==> config.mk <==
export PLATFORM = sky130hd
export DESIGN_NAME = alu_result_stage_flat
export DESIGN_NICKNAME = d
export VERILOG_FILES = /design/src/rtl/alu_result_stage_pkg.sv /design/src/rtl/alu_result_stage_if.sv /design/src/rtl/alu_result_stage_result_fifo2.sv /design/src/rtl/alu_result_stage.sv /design/src/flat_wrapper.sv
export SDC_FILE = /design/constraint.sdc
export NUM_CORES = 1
export LEC_CHECK = 0
export CAP_MARGIN = 30
export CORE_MARGIN = 2
export CORE_UTILIZATION = 28
export CTS_CLUSTER_SIZE = 16
export DETAILED_ROUTE_END_ITERATION = 10
export HOLD_SLACK_MARGIN = 0.02
export PLACE_DENSITY = 0.7
export SETUP_SLACK_MARGIN = 0.15
export SYNTH_ARGS = -nofsm -noshare
export SYNTH_HDL_FRONTEND = slang
export SYNTH_SLANG_ARGS = --single-unit
==> constraint.sdc <==
create_clock -name clk -period 1.65 [get_ports clk]
set_input_delay 0.495 -clock clk [delete_from_list [all_inputs] [get_ports clk]]
set_output_delay 0.495 -clock clk [all_outputs]
set_load 0.01 [all_outputs]
==> src/rtl/alu_result_stage_pkg.sv <==
// Shared ALU definitions: op-select encodings, default widths and the
// bit ordering of the status flags stored alongside each result.
package alu_result_stage_pkg;

  typedef enum logic [2:0] {
    OP_ADD = 3'd0,
    OP_SUB = 3'd1,
    OP_AND = 3'd2,
    OP_OR  = 3'd3,
    OP_XOR = 3'd4,
    OP_NOT = 3'd5,
    OP_SHL = 3'd6,
    OP_MUL = 3'd7
  } alu_op_e;

  localparam int DEF_W     = 4;
  localparam int DEF_OUT_W = 2 * DEF_W + 1;
  localparam int DEF_NSEL  = 8;
  localparam int DEF_SEL_W = 3;
  localparam int DEF_CNT_W = 8;

  // Flags sit directly above the data field: entry = {err, neg, zero, data}.
  localparam int FLAG_ZERO = 0;
  localparam int FLAG_NEG  = 1;
  localparam int FLAG_ERR  = 2;
  localparam int NFLAGS    = 3;

endpackage

==> src/rtl/alu_result_stage_if.sv <==
// Source-side and result-side handshake bundle of the ALU result stage.
// A transfer happens on a rising edge where valid && ready are both high.
interface alu_result_stage_if
  import alu_result_stage_pkg::*;
#(
  parameter int NSEL  = DEF_NSEL,
  parameter int OUT_W = DEF_OUT_W,
  parameter int SEL_W = DEF_SEL_W
) ();

  logic                    in_valid;
  logic                    in_ready;
  logic [SEL_W-1:0]        sel;
  logic [NSEL*OUT_W-1:0]   src;
  logic                    out_valid;
  logic                    out_ready;
  logic [OUT_W-1:0]        out_data;
  logic                    out_zero;
  logic                    out_neg;
  logic                    out_err;

  modport master (
    output in_valid, sel, src, out_ready,
    input  in_ready, out_valid, out_data, out_zero, out_neg, out_err
  );

  modport slave (
    input  in_valid, sel, src, out_ready,
    output in_ready, out_valid, out_data, out_zero, out_neg, out_err
  );

endinterface

==> src/rtl/alu_result_stage_result_fifo2.sv <==
// Two-entry in-order FIFO with valid/ready on both sides. in_ready depends
// only on registered occupancy, so there is no path from out_ready to in_ready.
module result_fifo2 #(
  parameter int DW = 12
) (
  input  logic          clk,
  input  logic          rst_n,
  input  logic          in_valid,
  output logic          in_ready,
  input  logic [DW-1:0] in_data,
  output logic          out_valid,
  input  logic          out_ready,
  output logic [DW-1:0] out_data
);

  logic [DW-1:0] mem [2];
  logic          wr_ptr;
  logic          rd_ptr;
  logic [1:0]    count;
  logic          push;
  logic          pop;

  assign in_ready  = (count != 2'd2);
  assign out_valid = (count != 2'd0);
  assign out_data  = mem[rd_ptr];
  assign push      = in_valid && in_ready;
  assign pop       = out_valid && out_ready;

  always_ff @(posedge clk or negedge rst_n) begin
    if (!rst_n) begin
      mem[0] <= '0;
      mem[1] <= '0;
      wr_ptr <= 1'b0;
      rd_ptr <= 1'b0;
      count  <= 2'd0;
    end else begin
      if (push) begin
        mem[wr_ptr] <= in_data;
        wr_ptr      <= ~wr_ptr;
      end
      if (pop) begin
        rd_ptr <= ~rd_ptr;
      end
      // Push and pop together leave occupancy unchanged.
      case ({push, pop})
        2'b10:   count <= count + 2'd1;
        2'b01:   count <= count - 2'd1;
        default: count <= count;
      endcase
    end
  end

endmodule

==> src/rtl/alu_result_stage.sv <==
// Registered result-select stage: picks one of NSEL ALU results, tags it with
// zero/neg/err flags, buffers it two deep and counts completed results.
module alu_result_stage
  import alu_result_stage_pkg::*;
#(
  parameter int W     = DEF_W,
  parameter int NSEL  = DEF_NSEL,
  parameter int OUT_W = 2 * W + 1,
  parameter int SEL_W = DEF_SEL_W,
  parameter int CNT_W = DEF_CNT_W
) (
  input  logic             clk,
  input  logic             rst_n,
  alu_result_stage_if.slave bus,
  output logic [CNT_W-1:0] res_cnt
);

  localparam int EW = OUT_W + NFLAGS;

  logic [OUT_W-1:0] sel_data;
  logic             sel_err;
  logic [EW-1:0]    in_entry;
  logic [EW-1:0]    out_entry;

  // An out-of-range select yields zero data and raises err.
  always_comb begin
    sel_data = '0;
    sel_err  = 1'b1;
    for (int k = 0; k < NSEL; k++) begin
      if (bus.sel == SEL_W'(k)) begin
        sel_data = bus.src[k*OUT_W +: OUT_W];
        sel_err  = 1'b0;
      end
    end
  end

  always_comb begin
    in_entry                   = '0;
    in_entry[OUT_W-1:0]        = sel_data;
    in_entry[OUT_W+FLAG_ZERO]  = (sel_data == '0);
    in_entry[OUT_W+FLAG_NEG]   = sel_data[W-1];
    in_entry[OUT_W+FLAG_ERR]   = sel_err;
  end

  result_fifo2 #(
    .DW (EW)
  ) u_fifo (
    .clk       (clk),
    .rst_n     (rst_n),
    .in_valid  (bus.in_valid),
    .in_ready  (bus.in_ready),
    .in_data   (in_entry),
    .out_valid (bus.out_valid),
    .out_ready (bus.out_ready),
    .out_data  (out_entry)
  );

  assign bus.out_data = out_entry[OUT_W-1:0];
  assign bus.out_zero = out_entry[OUT_W+FLAG_ZERO];
  assign bus.out_neg  = out_entry[OUT_W+FLAG_NEG];
  assign bus.out_err  = out_entry[OUT_W+FLAG_ERR];

  always_ff @(posedge clk or negedge rst_n) begin
    if (!rst_n) begin
      res_cnt <= '0;
    end else if (bus.out_valid && bus.out_ready) begin
      res_cnt <= res_cnt + CNT_W'(1);
    end
  end

endmodule
==> src/flat_wrapper.sv <==
// flat-port wrapper written by rule: the top's interface ports become plain ports
module alu_result_stage_flat import alu_result_stage_pkg::*;
#(
  parameter int W     = DEF_W,
  parameter int NSEL  = DEF_NSEL,
  parameter int OUT_W = 2 * W + 1,
  parameter int SEL_W = DEF_SEL_W,
  parameter int CNT_W = DEF_CNT_W
)
  (clk, rst_n, res_cnt, bus_in_valid, bus_sel, bus_src, bus_out_ready, bus_in_ready, bus_out_valid, bus_out_data, bus_out_zero, bus_out_neg, bus_out_err);
  alu_result_stage_if #(.NSEL(NSEL), .OUT_W(OUT_W), .SEL_W(SEL_W)) bus_i ();
  input  logic clk;
  input  logic rst_n;
  output logic [CNT_W-1:0] res_cnt;
  input wire logic [$bits(bus_i.in_valid)-1:0] bus_in_valid;
  input wire logic [$bits(bus_i.sel)-1:0] bus_sel;
  input wire logic [$bits(bus_i.src)-1:0] bus_src;
  input wire logic [$bits(bus_i.out_ready)-1:0] bus_out_ready;
  output wire logic [$bits(bus_i.in_ready)-1:0] bus_in_ready;
  output wire logic [$bits(bus_i.out_valid)-1:0] bus_out_valid;
  output wire logic [$bits(bus_i.out_data)-1:0] bus_out_data;
  output wire logic [$bits(bus_i.out_zero)-1:0] bus_out_zero;
  output wire logic [$bits(bus_i.out_neg)-1:0] bus_out_neg;
  output wire logic [$bits(bus_i.out_err)-1:0] bus_out_err;
  assign bus_i.in_valid = bus_in_valid;
  assign bus_i.sel = bus_sel;
  assign bus_i.src = bus_src;
  assign bus_i.out_ready = bus_out_ready;
  assign bus_in_ready = bus_i.in_ready;
  assign bus_out_valid = bus_i.out_valid;
  assign bus_out_data = bus_i.out_data;
  assign bus_out_zero = bus_i.out_zero;
  assign bus_out_neg = bus_i.out_neg;
  assign bus_out_err = bus_i.out_err;
  alu_result_stage #(.W(W), .NSEL(NSEL), .OUT_W(OUT_W), .SEL_W(SEL_W), .CNT_W(CNT_W)) u_core (.clk(clk), .rst_n(rst_n), .bus(bus_i), .res_cnt(res_cnt));
endmodule
==> results.sh <==
export IMPL_run_status="complete, but fails checks"
export IMPL_violations="negative setup slack"
export IMPL_cap_violations=0
export IMPL_cts_sinks=34
export IMPL_worstRegToRegCells=6
export IMPL_clk_pin_slew_worst_paths_ps=70
export IMPL_vias=2344
export IMPL_tightest_slew_ps=251
export IMPL_utilization_pct=54.0
export IMPL_first_iter_violations=32
export IMPL_synth_seq_cells=34
export IMPL_syn_nets=314
export IMPL_final_antenna_net_count=0
export IMPL_ys_warn_count=0
export IMPL_required_ps=1150
export IMPL_grt_pass1_wl_um=11100
export IMPL_nets=471
export IMPL_grt_pass1_vias=2479
export IMPL_slowest_stage="dfrtp_2"
export IMPL_switching_power_mw=1.70
export IMPL_p_leak_nw=2.09
export IMPL_crit_arrival_ps=1310
export IMPL_path_class="flop to output port"
export IMPL_start_util_pct=28.3
export IMPL_stdcell_count=496
export IMPL_cts_root_buf="clkbuf_8"
export IMPL_grt_usage_pct=15.6
export IMPL_coreArea_um2=8090
export IMPL_fillers=752
export IMPL_globalplace_congestion=0.806
export IMPL_clkLatencyLatePin_ps=280
export IMPL_dieHeight_um=94.5
export IMPL_whs_path_depth=2
export IMPL_slew_headroom_pct=82.8
export IMPL_layout_drive_gt1_share_pct=43.0
export IMPL_intPower_mw=3.40
export IMPL_wl_per_cell_um=14.3
export IMPL_p_comb_share_pct=58.8
export IMPL_numCtsBuffers=5
export IMPL_place_hpwl_um=5000
export IMPL_cp_max_fo=8
export IMPL_antennaDiodeCount=0
export IMPL_synth_seq_area_share_pct=37.1
export IMPL_whs_ps=477
export IMPL_antenna_found_initial=0
export IMPL_wl_um=7100
export IMPL_path_buf_inv=2
export IMPL_die_w_um=94.5
export IMPL_setup_viol=20
export IMPL_power_density_nw_per_um2=1170
export IMPL_finalWorstSetupSlack_ps=-154
export IMPL_syn_avg_cell_area_um2=9.84
export IMPL_final_setup_skew_ps=4.64
export IMPL_netlist_area_um2=2290
export IMPL_hold_viol=0
export IMPL_worst_path_stages=3
export IMPL_power_mw=5.11
export IMPL_hold_class="flop to flop"
export IMPL_crit_path_max_incr_delay_ps=440
export IMPL_swShare_pct=33.3
export IMPL_portBuffers=100
export IMPL_path_cells="buf_12 > mux2_4 > buf_6"
export IMPL_cts_max_level=2
export IMPL_crit_family="flip-flops"
export IMPL_dpl_cell_count=458
export IMPL_fmax_mhz=554
export IMPL_end_kind="output port"
export IMPL_cts_path_max_buffers=2
export IMPL_min_period_over_period_pct=109
export IMPL_tritoncts="built"
export IMPL_fin_crit_ps=1800
export IMPL_areaGrowthSynthToFinish_pct=90.6
export IMPL_vias_per_cell=4.73
export IMPL_p_seq_share_pct=27.1
export IMPL_firstDrtPassIters=4
export IMPL_critPathLaunchType="flop"
export IMPL_io_pins=101
export IMPL_fp_row_count=33
export IMPL_slew_violations=0
export IMPL_ir_drop_v=0.000426
export IMPL_dieArea_um2=8930
export IMPL_rsz0062_at_grt="true"
export IMPL_overflow=0
export IMPL_route_detailed_drc=0
export IMPL_clockPowerShare_pct=14.1
export IMPL_grt_max_degree=35
export IMPL_synth_distinct_cells=44
export IMPL_syn_inst=233
## cell families after synthesis
kind of cell    Yosys count  share of synthesized area, %
simple gates             81                          16.9
compound gates           49                          14.3
mux                      37                          21.1
flops                    34                          37.1
buf+inv                  19                          5.40
xor+xnor                 11                          4.20
fa+ha+maj                 2                          1.09
## through the flow
| step | worst slack, ps | setup TNS (ps) | cell area, um2 |
|---|---|---|---|
| 2_1_floorplan | -247 | -1260 | 2340 |
| 3_3_place_gp | -736 | -13760 | 3660 |
| 3_5_place_dp | -771 | -14380 | 3660 |
| 4_1_cts | -171 | -2230 | 4100 |
| 5_1_grt | -200 | -3090 | 4370 |
| 6_report | -154 | -2260 | 4370 |
## power by group through the flow
stage	combinational [mW]	sequential [mW]	clock [mW]
after floorplan	1.18	1.41	0
after global placement	2.28	1.41	0
after detailed placement	2.33	1.44	0
after CTS	2.80	1.39	0.741
after global routing	3.24	1.43	0.793
final	3.00	1.38	0.719
## Yosys cell counts
| cell | number | area, um2 |
|---|---|---|
| buf_2 | 3 | 15.0 |
| nand2_1 | 35 | 131 |
| mux2i_1 | 13 | 130 |
| and3_1 | 1 | 6.26 |
| nand3b_1 | 1 | 7.51 |
| nand2b_1 | 5 | 31.3 |
| or2_2 | 2 | 12.5 |
| o32a_1 | 3 | 30.0 |
| or3b_1 | 1 | 8.76 |
| a32o_1 | 4 | 40.0 |
| o21ai_0 | 14 | 70.1 |
| a221oi_1 | 1 | 8.76 |
| o221ai_2 | 1 | 15.0 |
| nand3_1 | 6 | 30.0 |
| and4_1 | 1 | 8.76 |
| nor2b_1 | 5 | 31.3 |
| mux4_1 | 1 | 26.3 |
| a21oi_1 | 13 | 65.1 |
| nor2b_4 | 1 | 13.8 |
| a31oi_1 | 2 | 12.5 |
| and2b_1 | 1 | 7.51 |
| buf_4 | 4 | 30.0 |
| o21ai_1 | 1 | 5.00 |
| o32ai_1 | 2 | 17.5 |
| a211oi_1 | 3 | 22.5 |
| o21a_1 | 1 | 7.51 |
| buf_6 | 3 | 33.8 |
| a22o_1 | 1 | 8.76 |
| clkbuf_1 | 4 | 15.0 |
| nor2_1 | 18 | 67.6 |
| a22oi_1 | 1 | 7.51 |
| mux2_2 | 17 | 191 |
| mux4_2 | 6 | 135 |
| o2bb2ai_1 | 1 | 8.76 |
| and4_4 | 1 | 11.3 |
| xnor2_1 | 8 | 70.1 |
| buf_1 | 1 | 3.75 |
| a21oi_2 | 1 | 8.76 |
| dfrtp_1 | 34 | 851 |
| ha_1 | 2 | 25.0 |
| buf_8 | 1 | 15.0 |
| and2_1 | 3 | 18.8 |
| inv_1 | 3 | 11.3 |
| xor2_1 | 3 | 26.3 |
## layout make-up
class,instances,area [um2],area share [%]
clock buffer,8,110,2.52
tap,105,131,3.01
multi-input combinational,180,1610,36.9
timing repair buffer,166,1650,37.8
inverter,3,15.0,0.343
sequential,34,852,19.5
## final timing paths
check	from	to	slack [ps]
setup reg to reg	u_core.u_fifo.count[1]	u_core.u_fifo.count[1]	190
hold reg to reg	u_core.u_fifo.mem[10]	u_core.u_fifo.mem[10]	480
hold / removal	u_core.u_fifo.mem[10]	u_core.u_fifo.mem[10]	480
setup / recovery	u_core.u_fifo.rd_ptr	bus_out_zero	-150
min in group asynchronous	rst_n	u_core.u_fifo.count[0]	580
max in group asynchronous	rst_n	u_core.u_fifo.mem[4]	880
## timing repair
item,4_1_cts,5_1_grt
cloned,2,1
gates resized for setup,206,47
pin swaps,40,29
buffers inserted,17,10
hold buffers,0,0
setup endpoints to repair,45,41
## registers in the layout, summed over array words and instances (netlist names)
name	cells
u_core.u_fifo.rd_ptr	1
u_core.u_fifo.count	2
u_core.u_fifo.wr_ptr	1
u_core.res_cnt	8
u_core.u_fifo.mem	22
## metal layers
layer	vias to the layer above	global-route usage [%]	wire [um]
li1	1150	-	-
met1	1111	18.8	2830
met2	75	28.2	3830
met3	8	3.19	342
met4	0	3.99	100
met5	-	0	0
## layout by cell type (no fill, tap or decap), types with 4 or more instances in the layout
cell             count
nand2_2              4
nor2_1              14
nand3_1              6
nand2_1             28
nor2b_1              4
clkdlybuf4s50_1     22
dlygate4sd2_1       55
a21oi_1              6
a21oi_2              5
xnor2_1              7
mux2_4              17
buf_12               5
o21ai_2             13
mux2i_1             12
nand2b_1             4
buf_6               37
mux4_2               7
clkbuf_8             8
buf_4               36
dfrtp_1             33
## tightest hold or removal path, cell delays in order, from the launching register on
cell and delay, ps:
dfrtp_1 340, nand2_1 60, o21ai_2 50
(Power assumes the default switching activity.)
